[src/rtl/execute_hazard_ctrl.sv]
// execute_hazard_ctrl: forwarding selects, stall/flush controls and multi-cycle
// multiply sequencing for the execute stage of the five-stage pipeline.
// Optional feature macro: HAZARD_PERF_CNT_EN enables the saturating stall/flush
// performance counters; when undefined StallCnt and FlushCnt read as zero.
module execute_hazard_ctrl #(
    parameter int unsigned MUL_LAT = 4,
    parameter int unsigned CNT_W   = 32
) (
    input  logic             clk,
    input  logic             rst,
    input  logic [4:0]       Rs1D,
    input  logic [4:0]       Rs2D,
    input  logic [4:0]       Rs1E,
    input  logic [4:0]       Rs2E,
    input  logic [4:0]       RdE,
    input  logic [4:0]       RdM,
    input  logic [4:0]       RdW,
    input  logic             RegWriteE,
    input  logic             RegWriteM,
    input  logic             RegWriteW,
    input  logic [1:0]       ResultSrcE,
    input  logic             PCSrcE,
    input  logic             MulStartE,
    output logic [1:0]       ForwardAE,
    output logic [1:0]       ForwardBE,
    output logic             StallF,
    output logic             StallD,
    output logic             StallE,
    output logic             FlushD,
    output logic             FlushE,
    output logic             BubbleM,
    output logic             MulBusy,
    output logic             MulDoneE,
    output logic [CNT_W-1:0] StallCnt,
    output logic [CNT_W-1:0] FlushCnt
);

    typedef enum logic [0:0] {StRun, StMul} state_e;

    // Remaining MUL-state cycles after the first; MUL_LAT <= 16 fits in 4 bits.
    localparam logic [3:0] CntInit     = (MUL_LAT > 1) ? 4'(MUL_LAT - 2) : 4'd0;
    localparam bit         SingleCycle = (MUL_LAT == 1);

    state_e     state_q, state_d;
    logic [3:0] cnt_q, cnt_d;
    logic       run, mul_start, lw_stall;

    // Forwarding muxes: memory stage has priority over writeback, x0 never forwarded.
    always_comb begin
        ForwardAE = 2'b00;
        if (RegWriteM && (RdM != 5'd0) && (RdM == Rs1E)) begin
            ForwardAE = 2'b10;
        end else if (RegWriteW && (RdW != 5'd0) && (RdW == Rs1E)) begin
            ForwardAE = 2'b01;
        end
        ForwardBE = 2'b00;
        if (RegWriteM && (RdM != 5'd0) && (RdM == Rs2E)) begin
            ForwardBE = 2'b10;
        end else if (RegWriteW && (RdW != 5'd0) && (RdW == Rs2E)) begin
            ForwardBE = 2'b01;
        end
    end

    // Stall, flush and multiply status outputs decoded from state and inputs.
    always_comb begin
        run       = (state_q == StRun);
        // A taken branch kills the multiply in the same slot.
        mul_start = run && MulStartE && !PCSrcE;
        lw_stall  = run && (ResultSrcE == 2'b01) && RegWriteE && (RdE != 5'd0) &&
                    ((RdE == Rs1D) || (RdE == Rs2D));

        StallF   = lw_stall || !run;
        StallD   = lw_stall || !run;
        StallE   = !run && (cnt_q != 4'd0);
        BubbleM  = !run && (cnt_q != 4'd0);
        MulBusy  = !run;
        MulDoneE = (!run && (cnt_q == 4'd0)) || (mul_start && SingleCycle);
        FlushD   = run && PCSrcE;
        FlushE   = run && (PCSrcE || lw_stall);
    end

    // Next-state logic for the multiply sequencer.
    always_comb begin
        state_d = state_q;
        cnt_d   = cnt_q;
        unique case (state_q)
            StRun: begin
                if (mul_start && !SingleCycle) begin
                    state_d = StMul;
                    cnt_d   = CntInit;
                end
            end
            StMul: begin
                if (cnt_q == 4'd0) begin
                    state_d = StRun;
                end else begin
                    cnt_d = cnt_q - 4'd1;
                end
            end
            default: begin
                state_d = StRun;
                cnt_d   = 4'd0;
            end
        endcase
    end

    // Sequencer state registers.
    always_ff @(posedge clk or negedge rst) begin
        if (!rst) begin
            state_q <= StRun;
            cnt_q   <= 4'd0;
        end else begin
            state_q <= state_d;
            cnt_q   <= cnt_d;
        end
    end

`ifdef HAZARD_PERF_CNT_EN
    logic [CNT_W-1:0] stall_cnt_q, stall_cnt_d;
    logic [CNT_W-1:0] flush_cnt_q, flush_cnt_d;

    // Saturating event counters.
    always_comb begin
        stall_cnt_d = stall_cnt_q;
        flush_cnt_d = flush_cnt_q;
        if (StallF && (stall_cnt_q != '1)) begin
            stall_cnt_d = stall_cnt_q + 1'b1;
        end
        if ((FlushD || FlushE) && (flush_cnt_q != '1)) begin
            flush_cnt_d = flush_cnt_q + 1'b1;
        end
    end

    // Counter registers, cleared by reset.
    always_ff @(posedge clk or negedge rst) begin
        if (!rst) begin
            stall_cnt_q <= '0;
            flush_cnt_q <= '0;
        end else begin
            stall_cnt_q <= stall_cnt_d;
            flush_cnt_q <= flush_cnt_d;
        end
    end

    assign StallCnt = stall_cnt_q;
    assign FlushCnt = flush_cnt_q;
`else
    assign StallCnt = '0;
    assign FlushCnt = '0;
`endif

endmodule
[config.mk]
export PLATFORM = sky130hd
export DESIGN_NAME = execute_hazard_ctrl
export DESIGN_NICKNAME = d
export VERILOG_FILES = /design/src/rtl/execute_hazard_ctrl.sv
export SDC_FILE = /design/constraint.sdc
export NUM_CORES = 1
export LEC_CHECK = 0
export CAP_MARGIN = 20
export CORE_ASPECT_RATIO = 1.2
export CORE_MARGIN = 2
export CORE_UTILIZATION = 27
export CTS_BUF_LIST = sky130_fd_sc_hd__clkbuf_8
export DETAILED_ROUTE_END_ITERATION = 12
export PLACE_DENSITY = 0.76
export SLEW_MARGIN = 5
export SYNTH_ARGS = -nofsm -noshare
export SYNTH_HDL_FRONTEND = slang
export SYNTH_SLANG_ARGS = --single-unit
[constraint.sdc]
create_clock -name clk -period 1.53 [get_ports clk]
set_input_delay 0.306 -clock clk [delete_from_list [all_inputs] [get_ports clk]]
set_output_delay 0.306 -clock clk [all_outputs]
set_load 0.01 [all_outputs]
# Word-level counts from Yosys, hierarchy flattened
# Index checks and enable logic that the tools add are counted.
dict set report totals {
  register_bits 5
  latchBits 0
  ram_bits 0
  mem_bits_ro 0
  input_bits 44
  out_inout_bits 76
  n_memories 0
}
dict set report op_classes {
  addsub 1
  mul 0
  n_div 0
  order_cmp 0
  eq_ne 9
  n_shift 0
  mux 10
  bitwise_logic 1
  reduce_logical 26
}
# op count
set op_table {}
lappend op_table {{== test 5 bit} 6}
lappend op_table {{logical AND 1 bit} 16}
lappend op_table {{nonzero test 5 bit} 3}
lappend op_table {{2-to-1 mux 4 bit} 2}
lappend op_table {{case mux 4 bit (2 select lines)} 1}
lappend op_table {{logical NOT 4 bit} 1}
lappend op_table {{2-to-1 mux 1 bit} 4}
lappend op_table {{2-to-1 mux 2 bit} 2}
lappend op_table {{nonzero test 4 bit} 1}
lappend op_table {{subtractor 4 x 1 -> 4 bit, second input constant} 1}
lappend op_table {{logical OR 1 bit} 3}
lappend op_table {{== test 2 x 1 -> 1 bit, second input constant} 1}
lappend op_table {{!= test 2 x 1 -> 1 bit, second input constant} 1}
lappend op_table {{!= test 2 bit, second input constant} 1}
lappend op_table {{case mux 1 bit (2 select lines)} 1}
lappend op_table {{AND reduction 2 bit} 1}
lappend op_table {{logical NOT 1 bit} 1}
lappend op_table {{inverter 1 bit} 1}

# Logic depth before layout (Yosys ltp)
dict set report depth {
  depth_word 7
  depth_mapped 6
}

# Least setup slack after synthesis
# Ideal clock, no wire load.
dict set report synth_timing {
  path_kind {input to output}
  from {in RdM[0]}
  to {out ForwardAE[0]}
  arrival_ps 1450
  required_time_ps 1224
  setup_slack_ps -226
  path_stages 4
  path_buffers 0
  path_cell_list {or4_1 o21ai_2 nor4_1 nor4_2}
}
dict set report synth_via {
  elab_chain_cells 4
}
# element line_no
set synth_rtl {}
lappend synth_rtl {{start, declared} 16} ;# input logic [4:0] RdM,
lappend synth_rtl {{nonzero test 5 bit} 51} ;# if (RegWriteM && (RdM != 5'd0) && (RdM == Rs1E)) begin
lappend synth_rtl {{logical AND 1 bit} 51}
lappend synth_rtl {{logical AND 1 bit (*)} 51}
lappend synth_rtl {{2-to-1 mux 2 bit (*)} 51}
lappend synth_rtl {{end, declared} 24} ;# output logic [1:0] ForwardAE,
# Every way passes the cells marked *; elsewhere a longest branch is shown, timed or not.

# Worst setup path after layout
dict set report layout_timing {
  from {in Rs2E[4]}
  to {out ForwardBE[0]}
}
dict set report layout_via {
  elab_chain_cells 4
}
# element line_no
set layout_rtl {}
lappend layout_rtl {{start, declared} 14} ;# input logic [4:0] Rs2E,
lappend layout_rtl {{== test 5 bit} 59} ;# end else if (RegWriteW && (RdW != 5'd0) && (RdW == Rs2E)) begin
lappend layout_rtl {{logical AND 1 bit} 59}
lappend layout_rtl {{2-to-1 mux 1 bit} 59}
lappend layout_rtl {{2-to-1 mux 2 bit (*)} 57} ;# if (RegWriteM && (RdM != 5'd0) && (RdM == Rs2E)) begin
lappend layout_rtl {{end, declared} 25} ;# output logic [1:0] ForwardBE,
# Marks and branches as above.

==> results.cfg <==
[die]
die_y_microns = 75.8
io_pins = 120
design.core.area_sq_mm = 0.00420
die_width_microns = 63.8
start_util = 0.276
num_rows = 26
die_area_sq_mm = 0.00484

[yosys]
postSynthCellCount = 145
yosys_register_bits = 5
syn-cell-area_sq_mm = 0.00116
synthTopCellsByArea = buf_4, xor2_1, dfrtp_1
synth_area_leader_cell = buf_4
async_flop_share = 1.00
ys_seq_area_frac = 0.108
yosysTopAreaCellShare = 0.427
yosysUniqueCellTypes = 25
synth_edf_count = 0
synth_ff_type = dfrtp_1
avgSynthCellArea_sq_um = 8.00
yosys_warnings = 0

[drt]
drt-vias-per-instance = 3.86
routed_wl_microns = 3180
antenna_left = 0
dr_wl_met3_microns = 301
wire_per_inst_microns = 10.7
dr.max_layer_used = met4
num_vias = 1150
firstDrtPassIters = 2
met1_length_microns = 1040
drc_errors = 0
wl_met2_microns = 1800
drt_iter0_drc = 10

[power_and_ir_drop]
p_total_mw = 1.86
powerDensity_mw_per_mm2 = 936
pwr-share-seq = 0.131
comb_power_share = 0.741
intPower_mw = 1.12
switching_share = 0.400
ir_worst_vdd_v = 0.00104
leakage_nw = 1.04
p_clk_frac = 0.128
p_switching_mw = 0.745

[hold_path]
min-delay-path-class = in -> async

[clock_network]
h-tree-depth = 1
cts_sinks = 5
clk_latency_ns = 0.22
clockBufferDepth = 2
clkTransAtPathRegs_ns = 0.04
cts_inserted_buffers = 3
cts_tree = built
cts_hold_buf = 0
root_buffer = clkbuf_8

[finish]
area_growth_pct = 71.5
drive_gt1_frac = 0.417
mostFrequentLayoutCell = conb_1
nets = 288
mostFrequentLayoutCells = conb_1, buf_4, xor2_1
utilization = 0.474
antenna_cells = 0
layoutNonFillerInstCount = 298

[timing]
setup_slack_ns = -0.394
hold_viol = 0
fin_worst_skew_ns = 0.00152
setup_viol = 11
slew_viol_final = 0
timing.final.crit_share = 1.26
grt_setup_unrepaired = yes
max_freq_mhz = 520
post-route-min-period_ns = 1.92

[worst_setup_path]
reg2reg_from = cnt_q[0]
critPathLaunch = Rs2E[4]
critPathCaptureType = output port
crit_required_ns = 1.22
cp-start-kind = primary input
crit_type = in -> out
crit_arrival_ns = 1.62
critPathMaxFanout = 2

[global_routing]
grt_overflow = 0
grt_max_degree = 6
grt_pass1_wl_microns = 4930
grt_pass1_vias = 1154
antenna_found_initial = 0
grt.total_usage = 0.129

[place]
gp_congestion = 0.711
dp.cells = 279
dpl.hpwl_microns = 2500
io_buffers = 55

[run_status]
status = finished, violations left
violations = negative setup slack

[flow_run]
maxCapViolCount = 0
kinds of logic (layout without fill, tap and decap cells):
family / count (synthesis) / in the layout / synth area share
flip-flops: 5 / 5 / 0.108
AO/OA/AOI/OAI: 13 / 13 / 0.0766
AND/OR/NAND/NOR: 24 / 24 / 0.127
adder cells (fa/ha/maj): 1 / 1 / 0.0108
XOR/XNOR: 31 / 31 / 0.234
buffers and inverters: 70 / 104 / 0.440
other: 1 / 64 / 0.00323
power by group through the flow:
stage,Combinational [mW],Clock [mW],Sequential (mW)
floorplan,0.650,0,0.249
global placement,1.06,0,0.238
detailed placement,1.08,0,0.243
CTS,1.27,0.242,0.241
global route,1.50,0.254,0.251
finish,1.38,0.239,0.243
worst paths after layout:
| check | to | slack, ns | cells past startpoint |
|---|---|---|---|
| max reg2reg | cnt_q[2] | 0 | 6 |
| min | cnt_q[2] | 0.32 | 1 |
| min in group clk | cnt_q[3] | 0.62 | 2 |
| min reg2reg | cnt_q[3] | 0.62 | 2 |
| max in group asynchronous | cnt_q[1] | 1.00 | 1 |
| max | ForwardBE[0] | -0.39 | 5 |
critical path, cell delays in order:
cell             delay, ns
clkdlybuf4s15_1       0.22
xor2_1                0.16
or4_4                 0.50
nor4_4                0.27
buf_2                 0.16
metrics by stage:
step                TNS (ns)  instance area (sq um)  hold WS, ns  setup slack, ns
global route           -2.56                   1990        0.341           -0.465
detailed placement     -8.92                   1760        0.560            -1.22
finish                 -1.91                   1990        0.322           -0.394
floorplan             -0.236                   1440       0.0104          -0.0912
CTS                    -2.65                   1930        0.326           -0.549
global placement       -8.73                   1760        0.548            -1.21
per-layer routing:
metal / global-route usage / vias to the layer above
met4: 0.0362 / 0
li1: - / 540
met1: 0.122 / 524
met2: 0.281 / 82
met3: 0.0222 / 4
met5: 0 / -
flip-flops by register name, summed over array words and instances (netlist names):
| name | count |
|---|---|
| cnt_q | 4 |
| MulBusy | 1 |
synth_stat cells, types with 3 or more instances:
cell     count
buf_4       66
dfrtp_1      5
inv_1        4
nor2_1       6
nor3_1       3
o21ai_0      3
or4_1        5
xnor2_1      7
xor2_1      24
final cells by class:
type                       count  area (sq um)
fill                         403          2210
multi-input combinational    133           952
timing repair buffer          96           782
sequential                     5           125
tap                           56          70.1
clock buffer                   3          41.3
inverter                       4          15.0
clock inverter                 1          3.75
what timing repair did:
item,CTS,global route
buffers inserted,15,3
setup endpoints to repair,14,14
pin swaps,27,15
resized for setup,127,41
cloned,0,0
(Power assumes the default switching activity.)
